--- src/rtl/vector_reg_file.sv ---
// vector_reg_file: 8 x 8 x 32-bit vector register file fed by the vector
// write-back stage. A write FSM (IDLE/WRITE/DONE) stores an element stream
// into one register. Two registered read ports share one element index.
// Optional feature macro: VRF_WRITE_BYPASS_EN (write-first read ports);
// when undefined the read ports are read-first and no bypass logic exists.
//
// Handshake: wr_start is a one-cycle request, honoured only in IDLE. While
// busy, an element is consumed at every rising edge where wr_valid is high
// (the write side is always ready in WRITE). wr_valid is ignored outside
// WRITE. wr_done pulses for one cycle when the stream is complete; the next
// wr_start is honoured in the cycle after that pulse.
`timescale 1ns/1ps
module vector_reg_file #(
  parameter int NUM_VREGS = 8,
  parameter int MAX_VL    = 8,
  parameter int DATA_W    = 32
) (
  input  logic                         clk,
  input  logic                         pc_rst,
  input  logic                         wr_start,
  input  logic [$clog2(NUM_VREGS)-1:0] wr_vreg,
  input  logic [31:0]                  VLR,
  input  logic                         wr_valid,
  input  logic [DATA_W-1:0]            Write_Data,
  output logic                         wr_busy,
  output logic                         wr_done,
  input  logic [$clog2(NUM_VREGS)-1:0] rd_vreg_a,
  input  logic [$clog2(NUM_VREGS)-1:0] rd_vreg_b,
  input  logic [$clog2(MAX_VL)-1:0]    rd_elem,
  output logic [DATA_W-1:0]            rd_data_a,
  output logic [DATA_W-1:0]            rd_data_b,
  output logic [1:0]                   dbg_state
);

  localparam int VW = $clog2(NUM_VREGS);
  localparam int EW = $clog2(MAX_VL);

  typedef enum logic [1:0] {
    S_IDLE  = 2'd0,
    S_WRITE = 2'd1,
    S_DONE  = 2'd2
  } state_t;

  state_t            state;
  logic [VW-1:0]     vreg_q;
  logic [EW-1:0]     idx_q;
  // Index of the final element to write, i.e. min(VLR, MAX_VL) - 1.
  logic [EW-1:0]     last_q;
  logic [DATA_W-1:0] mem [NUM_VREGS][MAX_VL];
  logic              we;

  // An element is stored only while the FSM is in WRITE.
  assign we        = (state == S_WRITE) && wr_valid;
  assign dbg_state = state;

  // Write FSM: latches target and length, walks the element index, and
  // produces the registered busy/done flags.
  always_ff @(posedge clk or posedge pc_rst) begin
    if (pc_rst) begin
      state   <= S_IDLE;
      vreg_q  <= '0;
      idx_q   <= '0;
      last_q  <= '0;
      wr_busy <= 1'b0;
      wr_done <= 1'b0;
    end else begin
      case (state)
        S_IDLE: begin
          wr_done <= 1'b0;
          if (wr_start) begin
            vreg_q  <= wr_vreg;
            idx_q   <= '0;
            wr_busy <= 1'b1;
            if (VLR == 32'd0) begin
              // Zero-length write completes without touching storage.
              state   <= S_DONE;
              wr_done <= 1'b1;
            end else begin
              state  <= S_WRITE;
              last_q <= (VLR >= 32'(MAX_VL)) ? EW'(MAX_VL - 1) : EW'(VLR - 32'd1);
            end
          end
        end
        S_WRITE: begin
          if (wr_valid) begin
            if (idx_q == last_q) begin
              state   <= S_DONE;
              wr_done <= 1'b1;
            end else begin
              idx_q <= idx_q + EW'(1);
            end
          end
        end
        S_DONE: begin
          state   <= S_IDLE;
          wr_done <= 1'b0;
          wr_busy <= 1'b0;
        end
        default: begin
          state   <= S_IDLE;
          wr_done <= 1'b0;
          wr_busy <= 1'b0;
        end
      endcase
    end
  end

  // Storage array: cleared by reset, one element written per accepted beat.
  always_ff @(posedge clk or posedge pc_rst) begin
    if (pc_rst) begin
      for (int v = 0; v < NUM_VREGS; v++) begin
        for (int e = 0; e < MAX_VL; e++) begin
          mem[v][e] <= '0;
        end
      end
    end else if (we) begin
      mem[vreg_q][idx_q] <= Write_Data;
    end
  end

`ifdef VRF_WRITE_BYPASS_EN
  logic hit_a;
  logic hit_b;

  // Each port independently detects a same-edge write to its location.
  assign hit_a = we && (rd_vreg_a == vreg_q) && (rd_elem == idx_q);
  assign hit_b = we && (rd_vreg_b == vreg_q) && (rd_elem == idx_q);

  // Registered read ports, write-first: a colliding write is forwarded.
  always_ff @(posedge clk or posedge pc_rst) begin
    if (pc_rst) begin
      rd_data_a <= '0;
      rd_data_b <= '0;
    end else begin
      rd_data_a <= hit_a ? Write_Data : mem[rd_vreg_a][rd_elem];
      rd_data_b <= hit_b ? Write_Data : mem[rd_vreg_b][rd_elem];
    end
  end
`else
  // Registered read ports, read-first: a colliding write is not yet visible.
  always_ff @(posedge clk or posedge pc_rst) begin
    if (pc_rst) begin
      rd_data_a <= '0;
      rd_data_b <= '0;
    end else begin
      rd_data_a <= mem[rd_vreg_a][rd_elem];
      rd_data_b <= mem[rd_vreg_b][rd_elem];
    end
  end
`endif

endmodule

--- config.mk ---
export PLATFORM = sky130hd
export DESIGN_NAME = vector_reg_file
export DESIGN_NICKNAME = d
export VERILOG_FILES = /design/src/rtl/vector_reg_file.sv
export SDC_FILE = /design/constraint.sdc
export NUM_CORES = 2
export LEC_CHECK = 0
export CAP_MARGIN = 25
export CORE_ASPECT_RATIO = 1.75
export CORE_MARGIN = 3
export CORE_UTILIZATION = 45
export CTS_CLUSTER_DIAMETER = 30
export DETAILED_ROUTE_END_ITERATION = 7
export HOLD_SLACK_MARGIN = 0.05
export RECOVER_POWER = 100
export SLEW_MARGIN = 10
export SYNTH_ARGS = -nofsm -noshare
export SYNTH_HDL_FRONTEND = slang
export SYNTH_SLANG_ARGS = --single-unit
--- constraint.sdc ---
create_clock -name clk -period 175.4 [get_ports clk]
set_input_delay 35.08 -clock clk [delete_from_list [all_inputs] [get_ports clk]]
set_output_delay 35.08 -clock clk [all_outputs]
set_load 0.03 [all_outputs]
Word level (Yosys, flattened, before mapping)
Index checks and enable logic that the tools add are counted.
- flip-flop bits (word level): 2125
- input bits: 80
- output and inout bits: 68
- logic and storage cells: 141
- bitwise gates (word level): 7
- magnitude comparators: 8
- reductions and logical operators: 12
- equality and inequality tests: 6
- $add $sub $neg: 2
- multiplexer cells: 34
- operators with widths (kind ; count):
    $bwmux 2048 ; 1
    $bmux 256 s3 ; 2
    $mux 256 ; 5
    $demux 256 s3 ; 1
    $bmux 32 s3 ; 2
    $mux 32 ; 5
    $demux 32 s3 ; 1
    $ge 32x4->1 const B ; 1
    $logic_not 32->1 ; 1
    $ge 4x4->1 const B ; 5
    $not 3->4 ; 5
    $mux 3 ; 4
    $lt 4x1->1 const B ; 2
    $mux 2 ; 4
    $ne 2x2->1 const B ; 3
    $pmux 3 s2 ; 1
    $reduce_and 2->1 ; 3
    $reduce_and 3->1 ; 2
    $mux 1 ; 5
    $pmux 1 s2 ; 2
    $pmux 2 s2 ; 1
    $reduce_and 4->1 ; 1
    $add 3x1->3 const B ; 1
    $eq 3x3->1 ; 1
    other kinds (7) ; 10

Depth between registers and ports, before layout
- depth after elaboration: 8
- mapped depth: 10
- depth with buffers taken out: 6

Least setup slack after synthesis
Ideal clock, no wire load.
- path kind: input to register
- from: input rd_vreg_a[0]
- to: register rd_data_a[10]
- cell stages on the path: 8
- buffers on the path: 4
- setup slack: 138.326 ns
- data arrival time: 36.953 ns
- library setup time: 0.121 ns
- data required time: 175.279 ns
- path through: buf_4 > buf_4 > buf_2 > buf_1 > mux4_2 > mux4_2 > o22ai_1 > nor2_1
- cells in the longest elaborated chain, start to end: 7
- ends and longest elaborated chain (element ; RTL line ; source):
    start, declared ; 27 ; input logic [$clog2(NUM_VREGS)-1:0] rd_vreg_a,
    $not 3->4 (not written as such) ; 146 ; rd_data_a <= mem[rd_vreg_a][rd_elem];
    $bmux 256 s3 ; 146 ;
    $mux 256 (not written as such) (2 in a row) ; 146 ;
    $bmux 32 s3 ; 146 ;
    $mux 32 (not written as such) (2 in a row) ; 146 ;
    end signal, assigned ; 146 ;
    end, declared ; 30 ; output logic [DATA_W-1:0] rd_data_a,
Every way passes these cells. The select of a mux whose other input is x is not followed.
A chain may end at the register's enable or synchronous reset.

==> flow_summary.json <==
{
  "dp_slack_ns": 134.66,
  "synth_ff_type": "dfrtp_1",
  "fp-row-count": 240,
  "path_clk_slew_ns": 0.05,
  "violations": "capacitance limit, slew limit",
  "synth_top_area_frac": 0.4784,
  "drt-initial-drc-count": 5988,
  "vias": 69627,
  "synthXorXnorAreaFrac": 0.0003151,
  "cts_setup_buffers": 0,
  "syn_area_um2": 111200,
  "grt_use_total": 0.3055,
  "period_minus_slack_ns": 52.06,
  "syn_to_final_growth_pct": 14.86,
  "wl_mm": 385.6,
  "layout_commonest_cell": "dfrtp_1",
  "multi_input_area_um2": 54750,
  "cts_max_path_buffers": 4,
  "powerDensity_nw_per_um2": 16.42,
  "die_w_um": 381.7,
  "syn_nets": 7087,
  "ir_drop_uv": 7.915,
  "grt_pass1_wl_mm": 558.5,
  "drcViolationCount": 0,
  "dp_hpwl_mm": 220.5,
  "setup_tns_ns": 0,
  "report.final.slew_viol_count": 4440,
  "numPortBuffers": 147,
  "outcome": "finished with violations",
  "worstPathRequired_ns": 175.57,
  "num_io_pins": 148,
  "postCtsHoldBufs": 0,
  "vias_per_cell": 6.606,
  "worstSetupPathType": "input port to async pin",
  "cts_root_buffer": "clkbuf_16",
  "synthArstFlopShare": 1.000,
  "finalSetupViolations": 0,
  "ys_warn_count": 0,
  "regArea_um2": 53180,
  "synth-seq-area-share": 0.4784,
  "ant_nets": 0,
  "whs_ns": 0.5201,
  "layout_setup_ws_ns": 123.34,
  "clock_latency_ns": 0.89,
  "htree_levels": 5,
  "final_nets": 7060,
  "syn_avg_cell_area_um2": 15.87,
  "synth_cell_types": 53,
  "worst_pin_slew_ns": 9.226,
  "layout_common_cells": "dfrtp_1, mux2_2, mux4_2, clkbuf_16, mux2i_1",
  "synthTopCellsByArea": "dfrtp_1, mux4_2, mux2_2",
  "fin_skew_ns": 0.06024,
  "hold_violations": 0,
  "synthSimpleGateAreaFrac": 0.01715,
  "start_util": 0.4537,
  "first_pass_iters": 7,
  "synth-edff-count": 0,
  "cp-start-kind": "input port",
  "fp.coreArea_um2": 245000,
  "grt_pass1_vias": 75750,
  "worstPathArrival_ns": 52.23,
  "cts.sinks": 2125,
  "grt_antenna_before_repair": 22,
  "grt_max_degree": 168,
  "finalPower_mw": 2.097,
  "cts_buffers": 355,
  "relSlewSlack": -5.151,
  "num-fill-cells": 20304,
  "synth_cells": 7004,
  "timing.fmax_mhz": 19.21,
  "yosys_register_bits": 2125,
  "post_cts_resized": 0,
  "rsz0062_at_grt": "no",
  "die_h_um": 663.5,
  "drive_above_1_share": 0.5551,
  "synth_top_family_by_area": "multiplexers",
  "synth.mux.area_fraction": 0.4498,
  "worstSetupEndpointType": "async pin",
  "synth-compound-area-share": 0.02151,
  "hold_path.class": "register to register",
  "wire_per_inst_um": 36.58,
  "synthAdderAreaFrac": 0.0003377,
  "gp_congestion": 0.8393,
  "total_leakage_power_nw": 56.64,
  "maxCapViolations": 108,
  "yosys.area.top_type": "dfrtp_1",
  "cp_max_fo": 111,
  "period_share": 0.2968,
  "cts_tree": "yes",
  "overflow": 0,
  "die-area_um2": 253300
}
## worst paths after layout
check / startpoint / to / slack [ns] / cells after the start
worst min register to register: mem[1671] / mem[1671] / 0.52 / 1
worst max-delay path: pc_rst / mem[1575] / 123.34 / 8
worst max register to register: dbg_state[1] / mem[903] / 169.11 / 6
worst min-delay path: mem[1671] / mem[1671] / 0.52 / 1
min in group asynchronous: pc_rst / rd_data_a[12] / 36.26 / 2
max in group clk: rd_elem[0] / rd_data_b[8] / 126.20 / 8
## cell families after synthesis
logic type | after synthesis
mux | 3345
flops | 2125
buf+inv | 785
simple gates | 434
compound gates | 308
xor+xnor | 4
fa+ha+maj | 3
## flip-flops by register name, indices dropped and copies added (netlist names)
signal,cells
wr_done,1
rd_data_b,32
dbg_state,2
wr_busy,1
vreg_q,3
idx_q,3
rd_data_a,32
last_q,3
mem,2048
## through the flow
stage               instance area [µm²]    util  std cells
floorplan                        111200       -       7004
global placement                 115200  0.4703       9861
detailed placement               115500  0.4713       9878
CTS                              128200  0.5231      10523
global route                     127700  0.5211      10535
finish                           127700  0.5211      10540
## layer usage
layer / up-vias / GRT usage / share of wire
li1: 27259 / - / -
met1: 38444 / 0.3652 / 0.36
met2: 2888 / 0.5167 / 0.50
met3: 1022 / 0.04544 / 0.063
met4: 14 / 0.1951 / 0.079
met5: - / 0 / 0.00026
## power breakdown
group          switching (mW)  internal, mW  leakage, nW
combinational           0.204         0.328         22.1
clock                   0.261         0.485         6.13
sequential              0.142         0.677         28.5
## synth_stat cells, types with 8 or more instances
cell type,n
dfrtp_1,2125
mux2_2,2051
mux4_2,1115
clkbuf_1,316
buf_2,304
nand2_1,208
mux2i_1,179
nor2_1,110
a221oi_1,84
buf_1,84
buf_4,64
a211oi_1,53
a22o_1,52
a31oi_1,50
nand3_1,38
nand2b_1,19
o22ai_1,19
a22oi_1,11
a32oi_1,11
a21oi_1,9
and2_1,9
inv_1,8
## critical path: stages
cell and delay (ns):
dlygate4sd3_1 0.55, clkinvlp_2 2.80, clkbuf_1 2.31, clkbuf_1 2.78
clkbuf_1 2.74, clkbuf_1 2.41, clkbuf_1 0.91, clkbuf_1 2.49
## area by class of cell
| class | count | area share |
|---|---|---|
| antenna | 8 | 0.0001568 |
| inverter | 10 | 0.0003528 |
| multi-input combinational | 4094 | 0.4287 |
| sequential | 2125 | 0.4164 |
| clock inverter | 216 | 0.02370 |
| timing repair buffer | 391 | 0.02277 |
| tap | 3267 | 0.03201 |
| clock buffer | 429 | 0.07582 |
Note: power is estimated with default switching activity, not from simulation.
